<file path="src/rtl/mux_carry_pkg.sv">
// Shared definitions for the pipelined select/carry lane datapath:
// operand bit positions, the per-lane result record and the lane function.
package mux_carry_pkg;

    // Bit positions inside the shared 4-bit operand word.
    localparam int D_H1 = 0;  // h source when sel=1
    localparam int D_H0 = 1;  // h source when sel=0
    localparam int D_G1 = 2;  // g source when sel=1
    localparam int D_G0 = 3;  // g source when sel=0

    typedef struct packed {
        logic s;       // sum bit of this lane
        logic c_out;   // carry into the next lane
        logic active;  // lane produced g or h
    } lane_out_t;

    // One lane: polarity picks the generate or the propagate-style term,
    // select picks which operand bit feeds it, then one ripple-carry step.
    function automatic lane_out_t lane_eval(
        input logic       sel,
        input logic       pol,
        input logic [3:0] d,
        input logic       c_in,
        input logic       kill
    );
        lane_out_t r;
        logic      g;
        logic      h;
        g        = pol & (sel ? d[D_G1] : d[D_G0]);
        h        = ~pol & (sel ? d[D_H1] : d[D_H0]);
        r.s      = g ^ h ^ c_in;
        r.c_out  = ~kill & (h | (g & c_in));
        r.active = g | h;
        return r;
    endfunction

endpackage

</file>
<file path="src/rtl/mux_carry_stage.sv">
// One pipeline stage: evaluates LANES_PER_STAGE lanes starting at BASE,
// folds them into the running sum/carry/none state and registers the
// result behind a valid bit with a ready chain (no skid buffer).
module mux_carry_stage
    import mux_carry_pkg::*;
#(
    parameter int LANES           = 4,
    parameter int LANES_PER_STAGE = 2,
    parameter int BASE            = 0
) (
    input  logic             clk,
    input  logic             rst,
    input  logic             up_valid,
    output logic             up_ready,
    input  logic [3:0]       up_d,
    input  logic             up_kill,
    input  logic [LANES-1:0] up_sel,
    input  logic [LANES-1:0] up_pol,
    input  logic [LANES-1:0] up_sum,
    input  logic             up_carry,
    input  logic             up_none,
    output logic             dn_valid,
    input  logic             dn_ready,
    output logic [3:0]       dn_d,
    output logic             dn_kill,
    output logic [LANES-1:0] dn_sel,
    output logic [LANES-1:0] dn_pol,
    output logic [LANES-1:0] dn_sum,
    output logic             dn_carry,
    output logic             dn_none,
    output logic             dn_all
);

    logic             advance_s;
    lane_out_t        lane_s;
    logic [LANES-1:0] sum_nxt_s;
    logic             carry_nxt_s;
    logic             none_nxt_s;
    logic             all_nxt_s;

    logic             valid_r;
    logic [3:0]       d_r;
    logic             kill_r;
    logic [LANES-1:0] sel_r;
    logic [LANES-1:0] pol_r;
    logic [LANES-1:0] sum_r;
    logic             carry_r;
    logic             none_r;
    logic             all_r;

    // The stage can take a new beat when empty or when its beat moves on.
    assign advance_s = ~valid_r | dn_ready;
    assign up_ready  = advance_s;

    // Ripple this stage's lanes onto the partial result handed in from upstream.
    always_comb begin
        sum_nxt_s   = up_sum;
        carry_nxt_s = up_carry;
        none_nxt_s  = up_none;
        lane_s      = lane_out_t'(3'b000);
        for (int i = 0; i < LANES_PER_STAGE; i++) begin
            lane_s               = lane_eval(up_sel[BASE+i], up_pol[BASE+i], up_d,
                                             carry_nxt_s, up_kill);
            sum_nxt_s[BASE+i]    = lane_s.s;
            carry_nxt_s          = lane_s.c_out;
            none_nxt_s           = none_nxt_s & ~lane_s.active;
        end
        all_nxt_s = &sum_nxt_s;
    end

    // Stage register: loads on advance, holds its beat while stalled.
    always_ff @(posedge clk) begin
        if (rst) begin
            valid_r <= 1'b0;
            d_r     <= 4'b0000;
            kill_r  <= 1'b0;
            sel_r   <= {LANES{1'b0}};
            pol_r   <= {LANES{1'b0}};
            sum_r   <= {LANES{1'b0}};
            carry_r <= 1'b0;
            none_r  <= 1'b0;
            all_r   <= 1'b0;
        end else if (advance_s) begin
            valid_r <= up_valid;
            if (up_valid) begin
                d_r     <= up_d;
                kill_r  <= up_kill;
                sel_r   <= up_sel;
                pol_r   <= up_pol;
                sum_r   <= sum_nxt_s;
                carry_r <= carry_nxt_s;
                none_r  <= none_nxt_s;
                all_r   <= all_nxt_s;
            end
        end
    end

    assign dn_valid = valid_r;
    assign dn_d     = d_r;
    assign dn_kill  = kill_r;
    assign dn_sel   = sel_r;
    assign dn_pol   = pol_r;
    assign dn_sum   = sum_r;
    assign dn_carry = carry_r;
    assign dn_none  = none_r;
    assign dn_all   = all_r;

endmodule

</file>
<file path="src/rtl/mux_carry_pipe.sv">
// Pipelined select/carry lane block: NSTAGE chained stages with a
// valid/ready handshake, registered result flags and a saturating
// counter of accepted all-ones results.
module mux_carry_pipe
    import mux_carry_pkg::*;
#(
    parameter int LANES           = 4,
    parameter int LANES_PER_STAGE = 2,
    parameter int CNT_W           = 8
) (
    input  logic             clk,
    input  logic             rst,
    input  logic             in_valid,
    output logic             in_ready,
    input  logic [3:0]       in_d,
    input  logic [LANES-1:0] in_sel,
    input  logic [LANES-1:0] in_pol,
    input  logic             in_kill,
    input  logic             in_seed,
    output logic             out_valid,
    input  logic             out_ready,
    output logic [LANES-1:0] out_sum,
    output logic             out_all,
    output logic             out_none,
    output logic             out_cout,
    output logic [CNT_W-1:0] hit_cnt,
    input  logic             cnt_clr
);

    localparam int NSTAGE = (LANES_PER_STAGE > 0) ? (LANES / LANES_PER_STAGE) : 1;

    generate
        if (LANES < 1 || LANES_PER_STAGE < 1 || (LANES % LANES_PER_STAGE) != 0) begin : g_bad_cfg
            $error("mux_carry_pipe: LANES_PER_STAGE must be >=1 and divide LANES");
        end
    endgenerate

    // Index k is the input of stage k; index NSTAGE is the last stage output.
    logic [NSTAGE:0]            valid_s;
    logic [NSTAGE:0]            ready_s;
    logic [NSTAGE:0][3:0]       d_s;
    logic [NSTAGE:0]            kill_s;
    logic [NSTAGE:0][LANES-1:0] sel_s;
    logic [NSTAGE:0][LANES-1:0] pol_s;
    logic [NSTAGE:0][LANES-1:0] sum_s;
    logic [NSTAGE:0]            carry_s;
    logic [NSTAGE:0]            none_s;
    logic [NSTAGE-1:0]          all_s;
    logic                       out_xfer_s;
    logic                       unused_s;

    logic [CNT_W-1:0]           hit_cnt_r;

    // Pipeline entry: empty sum, seeded carry (killed beats start at 0).
    assign valid_s[0]      = in_valid;
    assign d_s[0]          = in_d;
    assign kill_s[0]       = in_kill;
    assign sel_s[0]        = in_sel;
    assign pol_s[0]        = in_pol;
    assign sum_s[0]        = {LANES{1'b0}};
    assign carry_s[0]      = in_seed & ~in_kill;
    assign none_s[0]       = 1'b1;
    assign ready_s[NSTAGE] = out_ready;
    assign in_ready        = ready_s[0];

    for (genvar k = 0; k < NSTAGE; k++) begin : g_stage
        mux_carry_stage #(
            .LANES           (LANES),
            .LANES_PER_STAGE (LANES_PER_STAGE),
            .BASE            (k * LANES_PER_STAGE)
        ) u_stage (
            .clk      (clk),
            .rst      (rst),
            .up_valid (valid_s[k]),
            .up_ready (ready_s[k]),
            .up_d     (d_s[k]),
            .up_kill  (kill_s[k]),
            .up_sel   (sel_s[k]),
            .up_pol   (pol_s[k]),
            .up_sum   (sum_s[k]),
            .up_carry (carry_s[k]),
            .up_none  (none_s[k]),
            .dn_valid (valid_s[k+1]),
            .dn_ready (ready_s[k+1]),
            .dn_d     (d_s[k+1]),
            .dn_kill  (kill_s[k+1]),
            .dn_sel   (sel_s[k+1]),
            .dn_pol   (pol_s[k+1]),
            .dn_sum   (sum_s[k+1]),
            .dn_carry (carry_s[k+1]),
            .dn_none  (none_s[k+1]),
            .dn_all   (all_s[k])
        );
    end

    // Results come straight from the last stage registers.
    assign out_valid  = valid_s[NSTAGE];
    assign out_sum    = sum_s[NSTAGE];
    assign out_cout   = carry_s[NSTAGE];
    assign out_none   = none_s[NSTAGE];
    assign out_all    = all_s[NSTAGE-1];
    assign out_xfer_s = out_valid & out_ready;

    // Operand context leaving the last stage and intermediate all flags have no consumer.
    assign unused_s = &{1'b0, d_s[NSTAGE], kill_s[NSTAGE], sel_s[NSTAGE], pol_s[NSTAGE], all_s};

    // Saturating count of delivered all-ones results; clear wins over a same-cycle hit.
    always_ff @(posedge clk) begin
        if (rst) begin
            hit_cnt_r <= {CNT_W{1'b0}};
        end else if (cnt_clr) begin
            hit_cnt_r <= {CNT_W{1'b0}};
        end else if (out_xfer_s && out_all && (hit_cnt_r != {CNT_W{1'b1}})) begin
            hit_cnt_r <= hit_cnt_r + CNT_W'(1'b1);
        end
    end

    assign hit_cnt = hit_cnt_r;

endmodule
</file>
<file path="config.mk">
export PLATFORM = sky130hd
export DESIGN_NAME = mux_carry_pipe
export DESIGN_NICKNAME = d
export VERILOG_FILES = /design/src/rtl/mux_carry_pkg.sv /design/src/rtl/mux_carry_stage.sv /design/src/rtl/mux_carry_pipe.sv
export SDC_FILE = /design/constraint.sdc
export NUM_CORES = 1
export LEC_CHECK = 0
export BUFFER_PORTS_ARGS = -buffer_cell sky130_fd_sc_hd__buf_2
export CAP_MARGIN = 30
export CORE_MARGIN = 5
export CORE_UTILIZATION = 44
export CTS_BUF_LIST = sky130_fd_sc_hd__clkbuf_4
export CTS_CLUSTER_SIZE = 14
export DETAILED_ROUTE_END_ITERATION = 8
export GPL_TIMING_DRIVEN = 0
export PLACE_DENSITY_LB_ADDON = 0.15
export SLEW_MARGIN = 20
export SYNTH_ARGS = -nofsm -noshare
export SYNTH_HDL_FRONTEND = slang
export SYNTH_HIERARCHICAL = 1
export SYNTH_SLANG_ARGS = --single-unit
</file>
<file path="constraint.sdc">
create_clock -name clk -period 3.36 [get_ports clk]
set_input_delay 0.672 -clock clk [delete_from_list [all_inputs] [get_ports clk]]
set_output_delay 0.672 -clock clk [all_outputs]
set_load 0.02 [all_outputs]
</file>
==> flow_summary.ini <==
[clocking]
clock_latency_ns = 0.32
cts.sinks = 30
cts_buffers = 5
cts-htree-levels = 2
tritoncts = built
clk_pin_slew_ns = 0.09
clock-root-buffer = clkbuf_4
post_cts_resized = 0
cts_max_path_buffers = 2
post-cts-setup-buffers = 0
cts_hold_buf = 0

[detailed_routing]
routedWlPerCell_um = 12.7
drc = 0
drt.antenna.violating_nets = 0
drtIter0Drc = 74
vias = 1369
routed_via_density = 5.15
totalWireLength_um = 3370
firstDrtPassIters = 4

[synthesis]
ys_warn_count = 6
avgSynthCellArea_sq_um = 8.24
postSynthCellCount = 177
synth_fp_nets = 197
netlist_area_sq_mm = 0.00146

[global_routing]
grt_max_degree = 11
grt_pass1_vias = 1309
grt_util_all_layers = 0.164
grt_first_pass_wirelength_um = 5600
grt_overflow = 0
antenna_found_initial = 0

[run]
drv_cap = 0

[floorplanning]
pin_count = 36
start_util = 0.444
die_h_um = 67.6
die_x_um = 67.6
num_rows = 21
die_area_sq_mm = 0.00457
core_area_sq_mm = 0.00328

[power]
p_sw_mw = 0.184
irDropWorstVdd_v = 0.000214
p_seq_frac = 0.503
p_per_area_mw_per_mm2 = 428
power_mw = 0.759
clockPowerShare = 0.379
power.internal_mw = 0.575
p_leak_nw = 0.671
switching_share = 0.243
p_comb_frac = 0.118

[cells_and_area]
layout_common_cells = buf_2, nand2_1, dfxtp_1
fillerInstances = 334
fin_util = 0.540
layout_commonest_cell = buf_2
insertedDiodeCount = 0
regArea_sq_um = 601
nets = 239
drive_above_1_share = 0.232
area_growth_pct = 21.6
fin_area_sq_mm = 0.00177
multi_input_area_sq_um = 802

[worst_setup_path]
worst-path-max-fanout = 4
worst_path_largest_cell_delay_ns = 0.20
cp.buffers_inverters = 2
cp-start-kind = input port
rr_startpoint = g_stage[0].u_stage/dn_sel[2]$_SDFFE_PP0P_
path_class = in2out
crit_chain = buf_2 -> nand2b_1 -> nand2b_1 -> buf_2
r2r_slack_ns = 1.53
ff2ff_path_depth = 4
crit_family = simple AND/OR/NAND/NOR gates
cp_slowest_cell = nand2b_1
end_kind = primary output
worst_ep_arrival_time_ns = 1.35
required_ns = 2.69
rr_endpoint = g_stage[1].u_stage/dn_all$_SDFFE_PP0P_

[sta]
period_needed_ns = 2.03
hold_violations = 0
fin_skew_ns = 0.00567
holdWs_ns = 0.460
rsz0062_at_grt = no
fin_tns_setup_ns = 0
finalCritPeriodShare = 0.603
fmax_ghz = 0.494
setup_viol = 0
final_max_slew_viol_count = 0

[place]
dpl.hpwl_um = 2680
portBuffers = 35
dpl_cell_area_sq_mm = 0.00169
gp_congestion = 0.803

[hold_path]
min_to = g_stage[1].u_stage/dn_none$_SDFFE_PP0P_
hold_path_depth = 2
hold_class = reg2reg
hp-start = g_stage[1].u_stage/dn_none$_SDFFE_PP0P_

[outcome]
status = finished clean
[flip-flops by register name (all words and copies together) (netlist names)]
signal and flops:
g_stage.u_stage/dn_none 2, g_stage.u_stage/dn_all 1, g_stage.u_stage/dn_valid 2, g_stage.u_stage/dn_pol 2, hit_cnt 8, g_stage.u_stage/dn_kill 1
g_stage.u_stage/dn_sum 6, g_stage.u_stage/dn_carry 2, g_stage.u_stage/dn_sel 2, g_stage.u_stage/dn_d 4
[worst max path at each step]
stage / start / end / slack [ns] / cells after the start
6_report: out_ready / in_ready / 1.33 / 4
5_1_grt: out_ready / in_ready / 1.29 / 4
4_1_cts: out_ready / in_ready / 1.33 / 4
3_5_place_dp: out_ready / g_stage[0].u_stage/dn_sel[2]$_SDFFE_PP0P_ / 1.26 / 8
3_3_place_gp: out_ready / g_stage[0].u_stage/dn_d[0]$_SDFFE_PP0P_ / 1.30 / 8
2_1_floorplan: out_ready / g_stage[0].u_stage/dn_sel[2]$_SDFFE_PP0P_ / 1.48 / 7
[worst min-delay path, delay by kind of cell (launching register included)]
| kind | cells | cell delay (ns) |
|---|---|---|
| flops | 1 | 0.32 |
| simple gates | 1 | 0.05 |
| compound gates | 1 | 0.05 |
[per-layer routing]
layer | wire length, um | vias up | share of wire | track usage
li1 | - | 703 | - | -
met1 | 1410 | 626 | 0.42 | 0.182
met2 | 1700 | 35 | 0.51 | 0.286
met3 | 199 | 5 | 0.059 | 0.0466
met4 | 54 | 0 | 0.016 | 0.0785
met5 | 0 | - | 0 | 0
[metrics by stage]
stage               std cells  setup WS, ns
finish                    266          1.33
global route              266          1.29
CTS                       266          1.33
detailed placement        258          1.26
global placement          258          1.30
floorplan                 177          1.48
[power by group through the flow]
stage / registers (mW) / logic [mW] / clock network, mW
floorplan: 0.391 / 0.0564 / 0
global placement: 0.389 / 0.0880 / 0
detailed placement: 0.390 / 0.0906 / 0
CTS: 0.381 / 0.0911 / 0.296
global route: 0.384 / 0.100 / 0.312
finish: 0.381 / 0.0899 / 0.287
[cell type report]
class                   instances  share of cell area
flip-flops and latches         30               0.339
multi-input cells             132               0.452
clock buffers                   6              0.0254
plain buffers                  12              0.0254
repair buffers                 35              0.0987
well taps                      46              0.0324
inverters                       3             0.00635
clock inverters                 2              0.0212
No activity file was read; power rests on OpenSTA's default activity.
